**config.mk**
```make
export PLATFORM = sky130hd
export DESIGN_NAME = id_ex_decode_stage
export DESIGN_NICKNAME = d
export VERILOG_FILES = /design/src/rtl/id_ex_decode_stage.sv
export SDC_FILE = /design/constraint.sdc
export NUM_CORES = 1
export LEC_CHECK = 0
export CAP_MARGIN = 10
export CORE_AREA = 2 2 103 105
export CTS_BUF_LIST = sky130_fd_sc_hd__clkbuf_8
export CTS_CLUSTER_SIZE = 16
export DETAILED_ROUTE_END_ITERATION = 7
export DIE_AREA = 0 0 105 107
export PLACE_DENSITY = 0.9
export SLEW_MARGIN = 20
export SYNTH_ARGS = -nofsm -noshare
export SYNTH_HDL_FRONTEND = slang
export SYNTH_SLANG_ARGS = --single-unit
```
**constraint.sdc**
```tcl
create_clock -name clk -period 1.1 [get_ports clk]
set_input_delay 0.165 -clock clk [delete_from_list [all_inputs] [get_ports clk]]
set_output_delay 0.165 -clock clk [all_outputs]
set_load 0.05 [all_outputs]
```
**src/rtl/id_ex_decode_stage.sv**
```systemverilog
// RV32I decode stage: encodes ALU op, immediate and control bundle,
// registered into the ID/EX boundary with flush > stall > load priority.
package id_ex_pkg;

  typedef enum logic [3:0] {
    ALU_ADD  = 4'b0000,
    ALU_SUB  = 4'b0001,
    ALU_XOR  = 4'b0010,
    ALU_OR   = 4'b0011,
    ALU_AND  = 4'b0100,
    ALU_SLL  = 4'b0101,
    ALU_SRL  = 4'b0110,
    ALU_SRA  = 4'b0111,
    ALU_SLT  = 4'b1000,
    ALU_SLTU = 4'b1001
  } alu_op_e;

  localparam logic [6:0] OP_R      = 7'b0110011;
  localparam logic [6:0] OP_I      = 7'b0010011;
  localparam logic [6:0] OP_LOAD   = 7'b0000011;
  localparam logic [6:0] OP_STORE  = 7'b0100011;
  localparam logic [6:0] OP_BRANCH = 7'b1100011;
  localparam logic [6:0] OP_LUI    = 7'b0110111;
  localparam logic [6:0] OP_AUIPC  = 7'b0010111;
  localparam logic [6:0] OP_JAL    = 7'b1101111;
  localparam logic [6:0] OP_JALR   = 7'b1100111;

  localparam logic [6:0] F7_BASE = 7'b0000000;
  localparam logic [6:0] F7_ALT  = 7'b0100000;

  typedef struct packed {
    logic        valid;
    alu_op_e     alu_control;
    logic        alu_src_imm;
    logic        alu_src_pc;
    logic [31:0] imm;
    logic [4:0]  rs1;
    logic [4:0]  rs2;
    logic [4:0]  rd;
    logic [2:0]  funct3;
    logic        reg_write;
    logic        mem_read;
    logic        mem_write;
    logic        branch;
    logic        jump;
    logic        illegal;
    logic [31:0] pc;
  } id_ex_t;

  function automatic alu_op_e alu_f3(input logic [2:0] f3);
    alu_op_e op;
    unique case (f3)
      3'b000:  op = ALU_ADD;
      3'b001:  op = ALU_SLL;
      3'b010:  op = ALU_SLT;
      3'b011:  op = ALU_SLTU;
      3'b100:  op = ALU_XOR;
      3'b101:  op = ALU_SRL;
      3'b110:  op = ALU_OR;
      default: op = ALU_AND;
    endcase
    return op;
  endfunction

endpackage

module id_ex_decode_stage
  import id_ex_pkg::*;
#(
  parameter int XLEN         = 32,
  parameter bit FLAG_ILLEGAL = 1'b1
) (
  input  logic            clk,
  input  logic            rst_n,
  input  logic            in_valid,
  input  logic [31:0]     in_instr,
  input  logic [XLEN-1:0] in_pc,
  input  logic            stall,
  input  logic            flush,
  output logic            in_ready,
  output logic            out_valid,
  output logic [3:0]      out_alu_control,
  output logic            out_alu_src_imm,
  output logic            out_alu_src_pc,
  output logic [XLEN-1:0] out_imm,
  output logic [4:0]      out_rs1,
  output logic [4:0]      out_rs2,
  output logic [4:0]      out_rd,
  output logic [2:0]      out_funct3,
  output logic            out_reg_write,
  output logic            out_mem_read,
  output logic            out_mem_write,
  output logic            out_branch,
  output logic            out_jump,
  output logic            out_illegal,
  output logic [XLEN-1:0] out_pc
);

  logic [6:0]  opc;
  logic [6:0]  f7;
  logic [2:0]  f3;
  logic [31:0] imm_i;
  logic [31:0] imm_s;
  logic [31:0] imm_b;
  logic [31:0] imm_u;
  logic [31:0] imm_j;
  logic [31:0] imm_sh;

  assign opc = in_instr[6:0];
  assign f7  = in_instr[31:25];
  assign f3  = in_instr[14:12];

  assign imm_i  = {{20{in_instr[31]}}, in_instr[31:20]};
  assign imm_s  = {{20{in_instr[31]}}, in_instr[31:25],
                   in_instr[11:7]};
  assign imm_b  = {{19{in_instr[31]}}, in_instr[31], in_instr[7],
                   in_instr[30:25], in_instr[11:8], 1'b0};
  assign imm_u  = {in_instr[31:12], 12'b0};
  assign imm_j  = {{11{in_instr[31]}}, in_instr[31],
                   in_instr[19:12], in_instr[20],
                   in_instr[30:21], 1'b0};
  assign imm_sh = {27'b0, in_instr[24:20]};

  logic is_r;
  logic is_i;
  logic is_ld;
  logic is_st;
  logic is_br;
  logic is_lui;
  logic is_auipc;
  logic is_jal;
  logic is_jalr;

  assign is_r     = (opc == OP_R);
  assign is_i     = (opc == OP_I);
  assign is_ld    = (opc == OP_LOAD);
  assign is_st    = (opc == OP_STORE);
  assign is_br    = (opc == OP_BRANCH);
  assign is_lui   = (opc == OP_LUI);
  assign is_auipc = (opc == OP_AUIPC);
  assign is_jal   = (opc == OP_JAL);
  assign is_jalr  = (opc == OP_JALR);

  id_ex_t d;
  id_ex_t q;
  logic   ill;

  always_comb begin
    d        = '0;
    ill      = 1'b0;
    d.rs1    = in_instr[19:15];
    d.rs2    = in_instr[24:20];
    d.rd     = in_instr[11:7];
    d.funct3 = f3;
    d.pc     = in_pc;
    unique case (1'b1)
      is_r: begin
        d.reg_write = 1'b1;
        if (f7 == F7_BASE) begin
          d.alu_control = alu_f3(f3);
        end else if (f7 == F7_ALT && f3 == 3'b000) begin
          d.alu_control = ALU_SUB;
        end else if (f7 == F7_ALT && f3 == 3'b101) begin
          d.alu_control = ALU_SRA;
        end else begin
          ill = 1'b1;
        end
      end
      is_i: begin
        d.reg_write   = 1'b1;
        d.alu_src_imm = 1'b1;
        d.alu_control = alu_f3(f3);
        d.imm         = imm_i;
        if (f3 == 3'b001) begin
          d.imm = imm_sh;
          ill   = (f7 != F7_BASE);
        end else if (f3 == 3'b101) begin
          d.imm = imm_sh;
          if (f7 == F7_ALT) d.alu_control = ALU_SRA;
          else ill = (f7 != F7_BASE);
        end
      end
      is_ld: begin
        d.alu_src_imm = 1'b1;
        d.imm         = imm_i;
        d.mem_read    = 1'b1;
        d.reg_write   = 1'b1;
        ill = (f3 == 3'b011) || (f3 == 3'b110) ||
              (f3 == 3'b111);
      end
      is_st: begin
        d.alu_src_imm = 1'b1;
        d.imm         = imm_s;
        d.mem_write   = 1'b1;
        ill = f3[2] || (f3 == 3'b011);
      end
      is_br: begin
        d.imm    = imm_b;
        d.branch = 1'b1;
        unique case (f3[2:1])
          2'b00:   d.alu_control = ALU_SUB;
          2'b10:   d.alu_control = ALU_SLT;
          2'b11:   d.alu_control = ALU_SLTU;
          default: ill = 1'b1;
        endcase
      end
      is_lui: begin
        d.alu_src_imm = 1'b1;
        d.imm         = imm_u;
        d.rs1         = 5'd0;
        d.reg_write   = 1'b1;
      end
      is_auipc: begin
        d.alu_src_pc  = 1'b1;
        d.alu_src_imm = 1'b1;
        d.imm         = imm_u;
        d.reg_write   = 1'b1;
      end
      is_jal: begin
        d.alu_src_pc = 1'b1;
        d.imm        = imm_j;
        d.jump       = 1'b1;
        d.reg_write  = 1'b1;
      end
      is_jalr: begin
        d.alu_src_imm = 1'b1;
        d.imm         = imm_i;
        d.jump        = 1'b1;
        d.reg_write   = 1'b1;
        ill = (f3 != 3'b000);
      end
      default: ill = 1'b1;
    endcase

    // Illegal or empty slots must never reach architectural state.
    if (ill || !in_valid) begin
      d.reg_write = 1'b0;
      d.mem_read  = 1'b0;
      d.mem_write = 1'b0;
      d.branch    = 1'b0;
      d.jump      = 1'b0;
    end
    d.illegal = in_valid & ill & FLAG_ILLEGAL;
    d.valid   = in_valid & (FLAG_ILLEGAL | ~ill);
  end

  always_ff @(posedge clk or negedge rst_n) begin
    if (!rst_n) begin
      q <= '0;
    end else if (flush) begin
      q <= '0;
    end else if (!stall) begin
      q <= d;
    end
  end

  assign in_ready        = ~stall;
  assign out_valid       = q.valid;
  assign out_alu_control = q.alu_control;
  assign out_alu_src_imm = q.alu_src_imm;
  assign out_alu_src_pc  = q.alu_src_pc;
  assign out_imm         = q.imm;
  assign out_rs1         = q.rs1;
  assign out_rs2         = q.rs2;
  assign out_rd          = q.rd;
  assign out_funct3      = q.funct3;
  assign out_reg_write   = q.reg_write;
  assign out_mem_read    = q.mem_read;
  assign out_mem_write   = q.mem_write;
  assign out_branch      = q.branch;
  assign out_jump        = q.jump;
  assign out_illegal     = q.illegal;
  assign out_pc          = q.pc;

endmodule
```
# Yosys cells after proc, flatten, opt, wreduce, memory -nomap -nowiden
# Index checks and enable logic that the tools add are counted.
# Widths: inputs -> output; s select.
# word_totals
regBits	95
# classes
n_eq_ne	20
muxes	31
bitwise	2
reduce_logical	20
# ops
cell	n
$pmux 32 s6	1
$mux 95	2
$mux 32	2
$eq 7x6->1 const B	4
$pmux 4 s7	1
$pmux 4 s3	2
$eq 7x7->1 const B	3
$mux 4	4
$eq 7x5->1 const B	2
$mux 1	14
$eq 3x3->1 const B	4
$mux 5	2
$reduce_or 2->1	4
$eq 7x2->1 const B	1
$logic_not 7->1	1
$pmux 1 s7	1
$reduce_bool 7->1	1
$reduce_or 7->1	1
$eq 3x2->1 const B	2
$mux 3	2
$reduce_or 3->1	2
$reduce_or 6->1	1
$eq 2x2->1 const B	2
$logic_or 1x1->1	4
9 further kinds	10

# Logic depth before layout (Yosys ltp)
# depth
depth_word	10
depth_mapped	7
mapped_depth_nobuf	6

# Worst setup path after synthesis
# No wires, ideal clock.
# synth_path
path_type	in2reg
start	input port stall
end	register q, in the netlist out_alu_control[0]
setup_time_ps	139
arrival_ps	1454
t_required_ps	961
setup_slack_ps	-492
cell_stages	6
path_cell_list	buf_2 -> inv_1 -> nor2_1 -> buf_2 -> a2111oi_0 -> a211oi_1
# synth_via
elab_chain_cells	1
# synth_lines
element	line	source
start: declaration	78	input logic stall,
$ne 2x1->1 (no line)	--	
end signal: assignment	249	q <= '0;
end signal: assignment	251	q <= '0;
end signal: assignment	253	q <= d;
end: declaration	145	id_ex_t q;
# Every way passes these cells.
# A chain may end at the register's enable or synchronous reset.

# Worst setup path in the final report
# layout_path
start	input port in_instr[26]
end	register q, in the netlist out_alu_control[0]
# layout_via
elab_chain_cells	8
word_cells_on_any_way	13
classes_between	eq/ne: 1; mux: 9; reduce/logical: 3
# layout_lines
element	line	source
start: declaration	76	input logic [31:0] in_instr,
$eq 7x6->1	161, 163, 179	
$logic_and 1x1->1	163	end else if (f7 == F7_ALT && f3 == 3'b101) begin
$mux 3	163	
$mux 3	161	end else if (f7 == F7_ALT && f3 == 3'b000) begin
$mux 4	159	if (f7 == F7_BASE) begin
$pmux 4 s3 *	156	unique case (1'b1)
$mux 95 *	252	end else if (!stall) begin
$mux 95 *	250	end else if (flush) begin
# Mark *: on every way between the ends. The rest lies on a longest branch, timed or not. The select of a mux whose other input is x is not followed.

==> impl_metrics.yaml <==
layout:
  syn_to_final_growth_pct: 100.2
  fill_cells: 384
  post-route-cell-area_um2: 9086
  nets: 804
  drive_gt1_share_pct: 50.20
  post-route-util_pct: 90.03
  n_antenna_cell: 0
logic_synthesis:
  syn_area_per_cell_um2: 10.68
  syn_inst: 425
  syn-cell-area_um2: 4538
  ys_seq_elements: 95
  synth-async-reset-ratio_pct: 100.0
  synth-seq-area-share_pct: 52.38
  synth_nets: 498
  synth_flop_cell: "dfrtp_1"
  synth-edff-count: 0
  synth_cell_types: 61
  ys_warn_count: 0
global_routing:
  grt_pass1_wl_um: 28390
  grt_pass1_vias: 5262
  grt_max_degree: 45
  antenna_found_initial: 0
  overflow: 0
  grtUsageTotal_pct: 32.84
power_and_ir_drop:
  p_leak_nw: 4.216
  power_density_nw_per_um2: 895.8
  ir_drop_mv: 0.7451
setup_path:
  cp_max_fo: 2
  endpoint_kind: "flop"
  crit_arrival_ns: 1.75
  path_buf_inv: 3
  path_delay_family: "simple AND/OR/NAND/NOR gates"
  worstPathCellList: "buf_6 -> nor4_4 -> nand2_2 -> buf_6 -> buf_6 -> nor4_4 -> a2111oi_2 -> a211oi_1"
  slowest_stage: "nor4_4"
  crit_top_cell: "buf_6"
  slowest_delay_ns: 0.42
  critPathRequiredTime_ns: 1.37
  crit_type: "in -> reg"
  cp-start-kind: "input port"
route:
  vias: 5237
  met3RoutedLength_um: 1930
  m1WireLength_um: 7088
  drt-total-wl_um: 20690
  drtAntennaViolNets: 0
  drt_iter0_drc: 648
  drc: 0
  routedWlPerCell_um: 23.75
  top_layer: "met4"
  dr_wl_met2_um: 10310
  drt-pass1-iter-count: 6
  viasPerCell: 6.013
placed_design:
  place_congestion: 1.059
  io_buffers: 164
  place_area_um2: 7879
  dp_hpwl_um: 11580
timing:
  setup_viol: 143
  slew_viol_final: 0
  max_slew_margin_pct: 72.19
  rsz0062_at_grt: "true"
  worst_pin_slew_ns: 0.4171
  max_freq_ghz: 0.6793
  post-route-min-period_ns: 1.472
  worst_slack_ns: -0.3721
  finalHoldViolCount: 0
  hold_ws_ns: 0.09696
  min_period_over_period_pct: 133.8
  skew_ns: 0
clocking:
  h-tree-depth: 3
  root_buffer: "clkbuf_8"
  numClockSinks: 95
  clkTransAtPathRegs_ns: 0.10
  clock_latency_ns: 0.37
  cts_tree: "done"
  cts_buffers: 9
  clockBufferDepth: 2
outcome:
  outcome: "complete, but fails checks"
  failed_checks: "setup timing"
die:
  design.portCount: 165
  dieArea_um2: 11240
  row_count: 37
  die_w_um: 105
  core_um2: 10090
  start_util_pct: 44.97
  die_h_um: 107
job:
  drv_cap: 0
min_path:
  hp-class: "in -> reg"
[what timing repair did]
item | in CTS | in global routing
setup endpoints to repair | 144 | 138
hold buffers | 1 | 0
setup buffers | 55 | 28
endpoints found under the hold margin | 95 | 0
pin swaps | 42 | 32
resized for setup | 137 | 29
gates cloned | 2 | 0
[where the power goes]
group          leakage (nW)  switching [W]  total, W  internal (W)
Sequential             1.29       0.000131   0.00373       0.00360
Clock                0.0809        0.00128   0.00208      0.000801
Combinational          2.85        0.00121   0.00233       0.00112
[metal layers]
layer | vias to the layer above | global-route usage [%]
li1 | 2145 | -
met1 | 2517 | 37.10
met2 | 439 | 58.12
met3 | 136 | 8.450
met4 | 0 | 15.43
met5 | - | 0
[layout make-up]
cell class              count  area (um^2)  area share [%]
repair buffers            326         3978           43.78
multi-input cells         291         2364           26.01
inverters                   8        33.78          0.3718
clock buffers               9        123.9           1.363
flip-flops and latches     95         2379           26.18
well taps                 136        170.2           1.873
clock inverters             6        38.79          0.4269
[state kept, by name, summed over array words and instances (netlist names), 3 cells and up]
name,flops
out_imm,32
out_alu_control,4
out_pc,32
out_rs1,5
out_funct3,3
out_rd,5
out_rs2,5
[placed cells by master (no fill, tap or decap), types with 4 or more instances in the layout]
cell,count
a221o_1,10
ha_1,4
nor2_4,4
a21oi_2,5
a21oi_1,8
mux2i_1,46
a22o_1,23
nor2_1,59
clkdlybuf4s15_2,5
o21ai_2,18
clkdlybuf4s50_1,48
buf_2,7
buf_4,134
nand3_1,5
nand2_1,30
inv_2,4
dfrtp_1,94
buf_6,23
buf_12,103
a22oi_1,4
clkbuf_8,9
[worst min-delay path: stages]
cell	delay, ns
buf_6	0.10
or4_1	0.13
o21ai_2	0.05
[worst paths after layout]
check / startpoint / to / slack (ns) / cells after the start
min reg2reg: out_reg_write$_DFFE_PN0P_ / out_reg_write$_DFFE_PN0P_ / 0.58 / 2
max reg2reg: out_alu_control[0]$_DFFE_PN0P_ / out_alu_control[0]$_DFFE_PN0P_ / -0.10 / 3
max: in_instr[26] / out_alu_control[0]$_DFFE_PN0P_ / -0.37 / 8
min: in_instr[4] / out_mem_read$_DFFE_PN0P_ / 0.1 / 3
max in group asynchronous: rst_n / out_imm[31]$_DFFE_PN0P_ / 0.39 / 3
min in group asynchronous: rst_n / out_mem_read$_DFFE_PN0P_ / 0.20 / 2
[synth_stat cells (3+ instances only)]
library cell	n	area, um^2
mux2i_1	46	460.4
a221o_1	10	100.1
nor4_1	3	18.77
buf_2	12	60.06
dfrtp_1	95	2377
o31ai_1	3	22.52
a21oi_1	15	75.07
a22o_1	23	201.4
ha_1	4	50.05
nor2_1	63	236.5
a32oi_1	3	26.28
nand2_1	33	123.9
buf_1	6	22.52
inv_1	8	30.03
o21ai_0	9	45.04
a22oi_1	4	30.03
nor3_1	5	25.02
nand3_1	6	30.03
clkbuf_1	10	37.54
o21ai_1	14	70.07
[per-stage QoR]
step	worst slack (ns)	power (W)	setup TNS, ns	cells
floorplan	-0.4051	0.004624	-11.54	425
global route	-0.4227	0.008393	-15.67	871
finish	-0.3721	0.008139	-12.88	871
CTS	-0.2105	0.007952	-6.192	846
global placement	-0.9466	0.005765	-43.88	775
detailed placement	-1.019	0.005826	-48.14	775
[logic make-up after synthesis]
kind of cell	Yosys count	synth area share, %
AOI/OAI and AO/OA	105	17.81
xor gates and xnor gates	1	0.1930
adders and majority gates	4	1.103
buffers and inverters	39	3.970
DFF	95	52.38
muxes	46	10.15
and+or+nand+nor	135	14.39
Power figures use the tool's default switching activity.
